===== config.mk =====
export PLATFORM = sky130hd
export DESIGN_NAME = cr_had_trace_ctrl_flat
export DESIGN_NICKNAME = d
export VERILOG_FILES = /design/src/rtl/cr_had_pkg.sv /design/src/rtl/cr_had_trace_ctrl_if.sv /design/src/rtl/cr_had_trace_cnt.sv /design/src/rtl/cr_had_trace_ctrl.sv /design/src/flat_wrapper.sv
export SDC_FILE = /design/constraint.sdc
export NUM_CORES = 1
export LEC_CHECK = 0
export ABC_AREA = 1
export BUFFER_PORTS_ARGS = -buffer_cell sky130_fd_sc_hd__buf_2
export CAP_MARGIN = 10
export CORE_AREA = 2 2 39 41
export DETAILED_ROUTE_END_ITERATION = 10
export DIE_AREA = 0 0 41 43
export GPL_TIMING_DRIVEN = 0
export SLEW_MARGIN = 10
export SYNTH_ARGS = -nofsm -noshare
export SYNTH_HDL_FRONTEND = slang
export SYNTH_SLANG_ARGS = --single-unit

===== constraint.sdc =====
create_clock -name cpuclk -period 0.9 [get_ports cpuclk]
set_input_delay 0.135 -clock cpuclk [delete_from_list [all_inputs] [get_ports cpuclk]]
set_output_delay 0.135 -clock cpuclk [all_outputs]
set_load 0.02 [all_outputs]

===== src/rtl/cr_had_pkg.sv =====
// rtl/cr_had_pkg.sv - shared HAD trace encodings and counter width default
package cr_had_pkg;

   localparam int CNT_W_DEF = 8;

   typedef enum logic [1:0] {
      ST_IDLE  = 2'b00,
      ST_ARMED = 2'b01,
      ST_REQ   = 2'b10,
      ST_DBG   = 2'b11
   } trace_state_e;

endpackage


===== src/rtl/cr_had_trace_ctrl_if.sv =====
// rtl/cr_had_trace_ctrl_if.sv - IU retire/debug-status bus into the HAD trace sequencer
interface cr_had_trace_ctrl_if;

   logic iu_had_xx_retire;
   logic iu_had_xx_retire_normal;
   logic iu_had_xx_mldst;
   logic iu_yy_xx_dbgon;

   modport master (
      output iu_had_xx_retire,
      output iu_had_xx_retire_normal,
      output iu_had_xx_mldst,
      output iu_yy_xx_dbgon
   );

   modport slave (
      input  iu_had_xx_retire,
      input  iu_had_xx_retire_normal,
      input  iu_had_xx_mldst,
      input  iu_yy_xx_dbgon
   );

endinterface


===== src/rtl/cr_had_trace_cnt.sv =====
// rtl/cr_had_trace_cnt.sv - trace retire counter: load, decrement saturating at 0, zero flag
module cr_had_trace_cnt
   import cr_had_pkg::*;
#(
   parameter int CNT_W = CNT_W_DEF
)
(
   input  logic             cpuclk,
   input  logic             cpurst_b,
   input  logic             i_load,
   input  logic [CNT_W-1:0] i_wdata,
   input  logic             i_dec,
   output logic [CNT_W-1:0] o_cnt,
   output logic             o_eq0
);

   logic [CNT_W-1:0] r_cnt;
   logic             w_eq0;

   assign w_eq0 = (r_cnt == '0);

   // A load wins over a same-cycle decrement; zero never wraps.
   always_ff @(posedge cpuclk or negedge cpurst_b) begin
      if (!cpurst_b) begin
         r_cnt <= '0;
      end else if (i_load) begin
         r_cnt <= i_wdata;
      end else if (i_dec && !w_eq0) begin
         r_cnt <= r_cnt - CNT_W'(1);
      end
   end

   assign o_cnt = r_cnt;
   assign o_eq0 = w_eq0;

endmodule


===== src/rtl/cr_had_trace_ctrl.sv =====
// rtl/cr_had_trace_ctrl.sv - HAD instruction-trace sequencer; counter present only with HAD_TRACE_CNT_EN
module cr_had_trace_ctrl
   import cr_had_pkg::*;
#(
   parameter int CNT_W = CNT_W_DEF
)
(
   input  logic                cpuclk,
   input  logic                cpurst_b,
   input  logic                regs_trace_en,
   input  logic                regs_trace_cnt_sel,
   input  logic [CNT_W-1:0]    regs_xx_wdata,
   cr_had_trace_ctrl_if.slave  iu,
   output logic [CNT_W-1:0]    trace_regs_counter,
   output logic                trace_dbg_req,
   output logic                trace_ctrl_req,
   output logic [1:0]          trace_state
);

   trace_state_e r_state;
   logic         r_dbg_req;
   logic         r_ctrl_req;
   logic         w_vld;
   logic         w_cnt_eq0;

   assign w_vld = iu.iu_had_xx_retire & iu.iu_had_xx_retire_normal & ~iu.iu_had_xx_mldst
                & regs_trace_en & ~iu.iu_yy_xx_dbgon & (r_state == ST_ARMED);

`ifdef HAD_TRACE_CNT_EN
   cr_had_trace_cnt #(.CNT_W(CNT_W)) u_cnt (
      .cpuclk   (cpuclk),
      .cpurst_b (cpurst_b),
      .i_load   (regs_trace_cnt_sel),
      .i_wdata  (regs_xx_wdata),
      .i_dec    (w_vld),
      .o_cnt    (trace_regs_counter),
      .o_eq0    (w_cnt_eq0)
   );
`else
   logic w_unused_cnt;
   assign w_unused_cnt       = ^{regs_trace_cnt_sel, regs_xx_wdata};
   assign trace_regs_counter = '0;
   assign w_cnt_eq0          = 1'b1;
`endif

   // Once in REQ the request is held until dbgon, regardless of trace enable.
   always_ff @(posedge cpuclk or negedge cpurst_b) begin
      if (!cpurst_b) begin
         r_state    <= ST_IDLE;
         r_dbg_req  <= 1'b0;
         r_ctrl_req <= 1'b0;
      end else begin
         r_ctrl_req <= 1'b0;
         case (r_state)
            ST_IDLE: begin
               if (regs_trace_en && !iu.iu_yy_xx_dbgon) begin
                  r_state <= ST_ARMED;
               end
            end
            ST_ARMED: begin
               if (!regs_trace_en) begin
                  r_state <= ST_IDLE;
               end else if (w_vld && w_cnt_eq0) begin
                  r_state    <= ST_REQ;
                  r_dbg_req  <= 1'b1;
                  r_ctrl_req <= 1'b1;
               end
            end
            ST_REQ: begin
               if (iu.iu_yy_xx_dbgon) begin
                  r_state   <= ST_DBG;
                  r_dbg_req <= 1'b0;
               end
            end
            ST_DBG: begin
               if (!iu.iu_yy_xx_dbgon) begin
                  r_state <= ST_IDLE;
               end
            end
            default: r_state <= ST_IDLE;
         endcase
      end
   end

   assign trace_dbg_req  = r_dbg_req;
   assign trace_ctrl_req = r_ctrl_req;
   assign trace_state    = r_state;

endmodule


===== src/flat_wrapper.sv =====
// flat-port wrapper written by rule: the top's interface ports become plain ports
module cr_had_trace_ctrl_flat import cr_had_pkg::*;
#(
   parameter int CNT_W = CNT_W_DEF
)
  (cpuclk, cpurst_b, regs_trace_en, regs_trace_cnt_sel, regs_xx_wdata, trace_regs_counter, trace_dbg_req, trace_ctrl_req, trace_state, iu_iu_had_xx_retire, iu_iu_had_xx_retire_normal, iu_iu_had_xx_mldst, iu_iu_yy_xx_dbgon);
  cr_had_trace_ctrl_if iu_i ();
  input  logic cpuclk;
  input  logic cpurst_b;
  input  logic regs_trace_en;
  input  logic regs_trace_cnt_sel;
  input  logic [CNT_W-1:0] regs_xx_wdata;
  output logic [CNT_W-1:0] trace_regs_counter;
  output logic trace_dbg_req;
  output logic trace_ctrl_req;
  output logic [1:0] trace_state;
  input wire logic [$bits(iu_i.iu_had_xx_retire)-1:0] iu_iu_had_xx_retire;
  input wire logic [$bits(iu_i.iu_had_xx_retire_normal)-1:0] iu_iu_had_xx_retire_normal;
  input wire logic [$bits(iu_i.iu_had_xx_mldst)-1:0] iu_iu_had_xx_mldst;
  input wire logic [$bits(iu_i.iu_yy_xx_dbgon)-1:0] iu_iu_yy_xx_dbgon;
  assign iu_i.iu_had_xx_retire = iu_iu_had_xx_retire;
  assign iu_i.iu_had_xx_retire_normal = iu_iu_had_xx_retire_normal;
  assign iu_i.iu_had_xx_mldst = iu_iu_had_xx_mldst;
  assign iu_i.iu_yy_xx_dbgon = iu_iu_yy_xx_dbgon;
  cr_had_trace_ctrl #(.CNT_W(CNT_W)) u_core (.cpuclk(cpuclk), .cpurst_b(cpurst_b), .regs_trace_en(regs_trace_en), .regs_trace_cnt_sel(regs_trace_cnt_sel), .regs_xx_wdata(regs_xx_wdata), .iu(iu_i), .trace_regs_counter(trace_regs_counter), .trace_dbg_req(trace_dbg_req), .trace_ctrl_req(trace_ctrl_req), .trace_state(trace_state));
endmodule

==> results of run 1 <==
[worst paths after layout]
kind	start	endpoint	slack (ns)
setup / recovery	u_core.trace_state[0]	u_core.trace_dbg_req	-0.15
hold / removal	cpurst_b	async pin	0.23
setup reg to reg	u_core.trace_state[0]	u_core.trace_dbg_req	-0.15
hold reg to reg	u_core.trace_dbg_req	u_core.trace_dbg_req	0.46
max in group asynchronous	cpurst_b	u_core.trace_state[0]	0.54
min in group cpuclk	iu_iu_yy_xx_dbgon	u_core.trace_state[0]	0.23
[power by group through the flow]
stage	clock network (uW)	logic (uW)	registers, uW
6_report	237	409	271
5_1_grt	260	438	275
4_1_cts	250	390	268
3_5_place_dp	0	336	279
3_3_place_gp	0	333	278
2_1_floorplan	0	192	335
[timing repair]
item	CTS	global route
hold buffers	1	0
hold endpoints to repair	4	0
pin swaps	1	1
setup endpoints to repair	5	6
setup buffers	4	1
gates resized for setup	1	2
[per-layer routing]
layer  vias to the layer above  GRT usage, %
met5                         -             0
met4                         0         6.000
met3                         0         3.141
met2                        10         11.88
met1                       131         3.922
li1                        150             -
[metrics by stage]
stage	TNS (ns)	utilization [%]	total power [uW]	area (um2)
2_1_floorplan	-0.3333	-	527.2	302.8
3_3_place_gp	-0.3396	26.94	610.7	372.9
3_5_place_dp	-0.3669	26.94	614.5	372.9
4_1_cts	-0.3863	31.92	908.3	441.7
5_1_grt	-0.7130	33.00	973.4	456.7
6_report	-0.4827	33.00	918.1	456.7
[area by class of cell]
| type | instances | area [um2] |
|---|---|---|
| fill | 158 | 927.1 |
| multi-input combinational | 28 | 138.9 |
| sequential | 4 | 102.6 |
| timing repair buffer | 16 | 97.59 |
| buffer | 8 | 60.06 |
| clock buffer | 4 | 26.28 |
| tap | 16 | 20.02 |
| inverter | 3 | 11.26 |
[cells in the mapped netlist]
cell type and instances:
nor2_2 1, o21ai_1 1, nor2_1 2, nand3_2 1, buf_4 8, nor2_4 1, nor3_1 2, conb_1 1
inv_1 2, dfrtp_1 4, inv_2 1, a31oi_1 1, nand2_1 10, nand3_1 1
[cell families after synthesis]
kind of cell           synth area share (%)
other                                 1.369
and+or+nand+nor                       31.97
DFF                                   36.53
AOI/OAI and AO/OA                     4.109
buffers and inverters                 26.03
==> parameters.txt, run 1 <==
Parameter                              Value

Timing
  Fin crit share ... 116.5%
  Setup violators final ... 6
  Setup skew after layout ... 0.006883 ns
  Unrepaired setup endpoints after global routing ... yes
  Worst Slack Setup Final ... -0.1486 ns
  Peak Freq ... 0.9537 GHz
  Period minus WS final ... 1.049 ns
  Hold violation count in the final report ... 0
  Hold_ws ... 0.2251 ns
  Final number of max-transition violations ... 0

Final layout
  Proportion of layout cells with a drive suffix above 1 ... 55.56%
  # nets final ... 80
  Layout Cells excl Fill ... 79
  Syn-to-layout area delta ... 66.67%
  Leading cell types in the layout, fill and taps excluded ... buf_4 (13), buf_2 (10), nand2_1 (8), conb_1 (8), clkbuf_4 (3)
  Leading cell type in the layout, fill and taps excluded ... buf_4
  Antenna diodes ... 0

Global routing
  Initial antenna violation count ... 0
  Remaining global-route overflow ... 0
  Maximum number of pins on one net before global-route repair ... 7
  Vias in the first global route ... 217
  Wire length of the first global-routing pass ... 731 um
  All-layer global routing usage ... 6.559%

Clock network
  Insertion delay of the later-clocked pin in the worst-skew pair ... 0.23 ns
  # clock sinks ... 4
  TritonCTS clock tree ... done
  Clock-pin slew on the worst setup and hold paths ... 0.04 ns
  Longest Clk Path Bufs ... 2
  Clock root buffer ... clkbuf_4
  Number of buffers added by the clock tree synthesis step ... 3
  Number of levels the H-tree was split into ... 1

Routing
  Total routed wire length on the met1 layer ... 194 um
  Final routed wirelength across all metal layers ... 563 um
  Detail Route Antenna Nets ... 0
  Uppermost layer routed ... met3
  DRC ... 0
  Mean number of vias per cell ... 3.684
  Drt first pass iters ... 4
  Via count of the routed design ... 291
  Drt wl/cell ... 7.127 um
  DR WL met2 ... 318 um
  Initial drt markers ... 2
  Sum of met3 wire segment lengths after detailed routing ... 49 um

Synthesis
  Top-area cell type share of the netlist area ... 36.53%
  Top cells by area, synth ... dfrtp_1 (37%), buf_4 (22%), nand2_1 (14%)
  Yosys cell types ... 14
  Syn. warnings ... 0
  Portion of the post-synthesis area used by sequential elements ... 36.53%
  Synthesized area ... 274.0 um2
  Synthesized flop and latch total ... 4
  Avg Cell Area, Syn ... 7.611 um2
  Post-Syn Instances ... 36
  Area leader, netlist ... dfrtp_1

Worst setup path
  Stages on the worst setup path ... 6
  Critical path's slowest cell ... dfrtp_2
  Classification of the worst setup path ... register to register
  Dominant cell type by count on the critical path ... buf_4
  Number of buffers and inverters on the critical path ... 3
  Crit path capture type ... register
  Maximum fanout encountered on the critical timing path ... 4
  CP delay by family, top ... flip-flops
  Critical path arrival ... 1.21 ns
  Required arrival time at the worst endpoint ... 1.06 ns
  Cells along the critical path ... inv_2 -> nor2_2 -> nand3_2 -> buf_4 -> buf_4 -> nand2_1
  Register-to-Register Path Depth ... 6
  Longest individual stage delay on the worst path ... 0.37 ns
  Kind of start point of the critical path ... register

Pwr
  Internal Dissipation ... 573.9 uW
  Switch Pwr ... 344.2 uW
  Worst vdd rail ir drop ... 0.0003738 V
  Sw frac ... 37.49%
  Total leakage power ... 0.0002753 uW
  Power density of the placed cells ... 2010 mW/mm2
  Relative contribution of the clock network to total power ... 25.9%
  Combinational power share ... 44.6%
  Seq pwr share ... 29.6%

Place
  Routability congestion estimate ... 0.5435
  HPWL after detailed placement ... 414.2 um
  Port Buffer Count ... 10
  Placed instance count ... 69
  DP Worst Slack ... -0.1567 ns

Die
  Core footprint ... 0.001384 mm2
  Die height ... 43 um
  Effective utilization at floorplan ... 19.80%
  Die X-Extent ... 41 um
  Ports ... 28
  Die Footprint ... 0.001763 mm2
  Standard-cell row count ... 14

Worst hold path
  Hold Crit Class ... primary input to async pin

Run status
  Status ... finished, violations left
  Violations in the final reports ... negative setup slack

Flow run
  Max-cap violations ... 0
(Power assumes the default switching activity.)
==> inputs of run 2 (changes only) <==
Settings changed: BUFFER_PORTS_ARGS -buffer_cell sky130_fd_sc_hd__buf_2 to default, DONT_BUFFER_PORTS from default to 1.
==> parameters.txt, run 2 (same netlist as run 1, synthesis figures left out) <==
Parameter                              Value

Worst hold path
  Worst hold path depth ... 3
  Hold Crit Class ... primary input to register
  Critical hold path startpoint ... iu_iu_yy_xx_dbgon
  Hold path endpoint ... u_core.trace_state[0]

Final layout
  Layout Cells excl Fill ... 65 (-18%)
  Post-route cell area ... 369.1 um2 (-19%)
  Antenna diodes ... 0 (unchanged)
  Proportion of layout cells with a drive suffix above 1 ... 38.78% (-17 points)
  Syn-to-layout area delta ... 34.70%
  Leading cell types in the layout, fill and taps excluded ... nand2_1 (9), buf_4 (9), conb_1 (8)
  # nets final ... 66 (-18%)

Worst setup path
  Maximum fanout encountered on the critical timing path ... 7 (+3)
  Critical path arrival ... 1.20 ns (about the same)
  Classification of the worst setup path ... register to register
  R2r setup slk ... -0.18 ns (-0.03 ns)
  Register-to-Register Path Depth ... 6 (unchanged)
  Kind of start point of the critical path ... register
  Required arrival time at the worst endpoint ... 1.02 ns (-0.04 ns)
  Crit path capture type ... register

Routing
  Mean number of vias per cell ... 3.523 (-4.4%)
  Final routed wirelength across all metal layers ... 447 um (-21%)
  Via count of the routed design ... 229 (-21%)
  Drt first pass iters ... 2 (-2)
  Initial drt markers ... 4 (+2)
  DRC ... 0 (unchanged)
  Drt wl/cell ... 6.877 um (-3.5%)
  Detail Route Antenna Nets ... 0 (unchanged)

Run status
  Violations in the final reports ... negative setup slack
  Status ... finished, violations left

Clock network
  Longest Clk Path Bufs ... 2 (unchanged)
  Insertion delay of the later-clocked pin in the worst-skew pair ... 0.23 ns (about the same)
  Number of buffers added by the clock tree synthesis step ... 3 (unchanged)
  TritonCTS clock tree ... done
  # clock sinks ... 4 (unchanged)
  Clock-pin slew on the worst setup and hold paths ... 0.04 ns (about the same)
  Number of levels the H-tree was split into ... 1 (unchanged)
  Clock root buffer ... clkbuf_4

Die
  Effective utilization at floorplan ... 19.80% (unchanged)
  Die height ... 43 um (unchanged)
  Ports ... 28 (unchanged)
  Standard-cell row count ... 14 (unchanged)
  Core footprint ... 0.001384 mm2 (unchanged)
  Die Footprint ... 0.001763 mm2 (unchanged)
  Die X-Extent ... 41 um (unchanged)

Place
  Routability congestion estimate ... 0.4424 (-19%)
  Placed instance count ... 59 (-14%)
  HPWL after detailed placement ... 380.9 um (-8.0%)
  Port Buffer Count ... 0 (-10)
  Placed inst area ... 322.8 um2 (-13%)

Timing
  Fin crit share ... 120.1% (+3.6 points)
  Hold violation count in the final report ... 0 (unchanged)
  Final number of max-transition violations ... 0 (unchanged)
  Setup skew after layout ... 0.01080 ns (+0.003916 ns)
  Setup violators final ... 4 (-2)
  Worst Slack Setup Final ... -0.1809 ns (-0.03237 ns)
  Unrepaired setup endpoints after global routing ... yes
  Period minus WS final ... 1.081 ns (+0.03237 ns)
  Peak Freq ... 0.9251 GHz (-3.0%)
  Setup TNS ... -0.5835 ns (-0.1008 ns)
  Hold_ws ... 0.08986 ns (-0.1352 ns)

Global routing
  Initial antenna violation count ... 0 (unchanged)
  Maximum number of pins on one net before global-route repair ... 8 (+1)
  Wire length of the first global-routing pass ... 641 um (-12%)
  Remaining global-route overflow ... 0 (unchanged)
  All-layer global routing usage ... 6.042% (-0.52 points)
  Vias in the first global route ... 206 (-5.1%)

Pwr
  Total leakage power ... 0.0002113 uW (-23%)
  Power density of the placed cells ... 2178 mW/mm2 (+8.3%)
  Post-layout total power ... 803.8 uW (-12%)
  Worst vdd rail ir drop ... 0.0004875 V (+30%)

Flow run
  Max-cap violations ... 0 (unchanged)
==> run 2: cell types whose count changed in the layout (fill, tap and decap cells not counted) <==
| cell | before | now |
|---|---|---|
| buf_4 | 13 | 9 |
| buf_2 | 10 | 0 |
| nand2_1 | 8 | 9 |
| nor3_2 | 1 | 0 |
| nor3_1 | 1 | 2 |
| nand2_2 | 2 | 1 |
==> run 2: how the worst max path moves through the flow <==
stage               cells after the start       end  slack, ns
global placement                        7  register      -0.24
floorplan                               7  register      -0.15
CTS                                     6  register      -0.19
global route                            7  register      -0.27
finish                                  6  register      -0.18
detailed placement                      7  register      -0.25
==> run 2: where the power goes <==
part	switching (uW)	internal (uW)	total, uW
combinational	128	92.1	220
sequential	114	233	347
clock	70.8	166	237
==> run 2: worst max-delay path, stage by stage, from the launching register on <==
cell	delay (ns)
dfrtp_2	0.48
nor2_2	0.14
nand3_2	0.10
nand2_2	0.08
nand3_1	0.06
nand2_1	0.06
nand2_1	0.05
==> run 2: repair_timing <==
item                                   CTS  global route
resized for setup                        0             1
pin swaps                                2             0
setup buffers                            1             0
setup endpoints to repair                4             4
hold buffers                             1             0
endpoints found under the hold margin    4             0
==> run 2: final cells by class <==
cell class,count,area (um2)
Buffer,8,60.06
Clock buffer,4,26.28
Fill cell,156,1015
Inverter,3,11.26
Multi-Input combinational cell,28,131.4
Sequential cell,4,102.6
Tap cell,16,20.02
Timing Repair Buffer,2,17.52
==> run 2: through the flow <==
step	utilization, %	worst slack [ns]
floorplan	-	-0.1471
CTS	26.49	-0.1880
detailed placement	23.33	-0.2534
global route	26.67	-0.2693
finish	26.67	-0.1809
global placement	23.33	-0.2383
==> run 2: per-layer routing <==
metal / global-route usage (%) / vias to the layer above / share of wire [%]
met5: 0 / - / 0
met4: 10.00 / 0 / 3.6
met3: 2.094 / 2 / 14
met2: 8.438 / 12 / 51
met1: 4.545 / 93 / 31
li1: - / 122 / -
==> inputs of run 3 (changes only) <==
Settings changed: CORE_AREA 2 2 39 41 to 5 5 42 44, DIE_AREA 0 0 41 43 to 0 0 47 49, SETUP_SLACK_MARGIN from default to 0.02.
==> parameters.txt, run 3 (same netlist as run 1, synthesis figures left out) <==
Parameter                              Value

Routing
  Via count of the routed design ... 239 (+4.4%)
  Drt wl/cell ... 8.537 um (+24%)
  Mean number of vias per cell ... 3.567 (+1.3%)
  Detail Route Antenna Nets ... 0 (unchanged)
  DRC ... 0 (unchanged)
  Drt first pass iters ... 4 (+2)
  Initial drt markers ... 2 (-2)
  Final routed wirelength across all metal layers ... 572 um (+28%)

Global routing
  Initial antenna violation count ... 0 (unchanged)
  Vias in the first global route ... 234 (+14%)
  Wire length of the first global-routing pass ... 876 um (+37%)
  All-layer global routing usage ... 5.837% (-0.21 points)
  Maximum number of pins on one net before global-route repair ... 8 (unchanged)
  Remaining global-route overflow ... 0 (unchanged)

Worst setup path
  R2r setup slk ... -0.22 ns (-0.03 ns)
  Kind of start point of the critical path ... register
  Critical path arrival ... 1.29 ns (+0.09 ns)
  Crit path capture type ... register
  Classification of the worst setup path ... register to register
  Maximum fanout encountered on the critical timing path ... 7 (unchanged)
  Required arrival time at the worst endpoint ... 1.07 ns (+0.05 ns)
  Register-to-Register Path Depth ... 5 (-1)

Final layout
  Post-route cell area ... 396.6 um2 (+7.5%)
  Utilization after layout ... 28.30% (+1.6 points)
  Leading cell type in the layout, fill and taps excluded ... buf_4
  Filler Cell Count ... 157 (+0.64%)
  Antenna diodes ... 0 (unchanged)
  # nets final ... 68 (+3.0%)
  Proportion of layout cells with a drive suffix above 1 ... 45.10% (+6.3 points)
  Leading cell types in the layout, fill and taps excluded ... buf_4 (11), nand2_1 (9), conb_1 (8)
  Syn-to-layout area delta ... 44.75%

Timing
  Worst Slack Setup Final ... -0.2154 ns (-0.03443 ns)
  Peak Freq ... 0.8966 GHz (-3.1%)
  Hold violation count in the final report ... 0 (unchanged)
  Unrepaired setup endpoints after global routing ... yes
  Fin crit share ... 123.9% (+3.8 points)
  Final number of max-transition violations ... 0 (unchanged)
  Setup violators final ... 4 (unchanged)
  Setup skew after layout ... 0.003769 ns (-0.007030 ns)
  Period minus WS final ... 1.115 ns (+0.03443 ns)

Place
  HPWL after detailed placement ... 465.8 um (+22%)
  Routability congestion estimate ... 0.6463 (+46%)
  Placed inst area ... 322.8 um2 (unchanged)
  Port Buffer Count ... 0 (unchanged)

Clock network
  Insertion delay of the later-clocked pin in the worst-skew pair ... 0.24 ns (about the same)
  TritonCTS clock tree ... done
  Longest Clk Path Bufs ... 2 (unchanged)
  Clock root buffer ... clkbuf_4
  Number of levels the H-tree was split into ... 1 (unchanged)
  Clock-pin slew on the worst setup and hold paths ... 0.04 ns (about the same)
  Number of buffers added by the clock tree synthesis step ... 3 (unchanged)
  # clock sinks ... 4 (unchanged)

Worst hold path
  Hold Crit Class ... primary input to register
  Worst hold path depth ... 3 (unchanged)
  Hold path endpoint ... u_core.trace_dbg_req
  Critical hold path startpoint ... iu_iu_yy_xx_dbgon

Die
  Die height ... 49 um (+14%)
  Ports ... 28 (unchanged)
  Core footprint ... 0.001401 mm2 (+1.3%)
  Die Footprint ... 0.002303 mm2 (+31%)
  Standard-cell row count ... 14 (unchanged)
  Die X-Extent ... 47 um (+15%)
  Effective utilization at floorplan ... 19.55% (-0.25 points)

Flow run
  Max-cap violations ... 0 (unchanged)

Pwr
  Power density of the placed cells ... 2128 mW/mm2 (-2.3%)
  Worst vdd rail ir drop ... 0.0004504 V (-7.6%)
  Total leakage power ... 0.0002240 uW (+6.0%)

Run status
  Violations in the final reports ... negative setup slack
  Status ... finished, violations left
## run 3: cell types whose count changed in the layout (fill, tap and decap cells not counted), sizes merged
cell,change
buf,+2
## run 3: repair_timing
| item | in CTS | in global routing |
|---|---|---|
| endpoints found under the hold margin | 4 | 0 |
| gates resized for setup | 2 | 2 |
| setup buffers | 2 | 1 |
| hold buffers | 1 | 0 |
| endpoints found under the setup margin | 4 | 4 |
| pin swaps | 2 | 1 |
## run 3: critical path, cell delays in order, from the launching register on
cell	delay [ns]
dfrtp_2	0.49
nor2_2	0.14
nand3_2	0.10
buf_4	0.15
buf_4	0.12
nand2_1	0.05
## run 3: cell type report
| cell class | count | area (um2) | area share (%) |
|---|---|---|---|
| multi-input cells | 28 | 141.4 | 35.65 |
| flip-flops and latches | 4 | 102.6 | 25.87 |
| plain buffers | 8 | 60.06 | 15.14 |
| repair buffers | 4 | 32.53 | 8.202 |
| clock buffers | 4 | 26.28 | 6.625 |
| well taps | 16 | 20.02 | 5.047 |
| inverters | 3 | 13.76 | 3.470 |
## run 3: worst max path at each step
stage / start / cells after the start / endpoint
after floorplan: u_core.trace_state[0] / 7 / register
after global placement: u_core.trace_state[0] / 7 / register
after detailed placement: u_core.trace_state[0] / 7 / register
after CTS: register / 6 / register
after global routing: register / 6 / register
final: register / 5 / register
## run 3: routing by layer
metal	share of wire, %	track usage [%]
met1	35	4.814
met2	45	7.692
met3	16	3.321
met4	3.3	8.295
met5	0	0
## run 3: stage by stage
stage | setup slack [ns] | hold slack, ns | instances | setup TNS [ns] | power [uW]
final | -0.2154 | 0.08216 | 67 | -0.6146 | 843.9
after CTS | -0.1976 | 0.08292 | 66 | -0.6231 | 826.1
after floorplan | -0.1471 | -0.1606 | 43 | -0.3333 | 527.2
after detailed placement | -0.2422 | -0.1605 | 59 | -0.6013 | 559.1
after global placement | -0.2179 | -0.1605 | 59 | -0.5456 | 551.6
after global routing | -0.2892 | 0.09375 | 67 | -0.8730 | 902.4
## run 3: power by group
| part | leakage, uW | internal (uW) | switching, uW |
|---|---|---|---|
| logic | 0.000159 | 105 | 135 |
| registers | 0.0000503 | 233 | 128 |
| clock network | 0.0000150 | 167 | 76.6 |
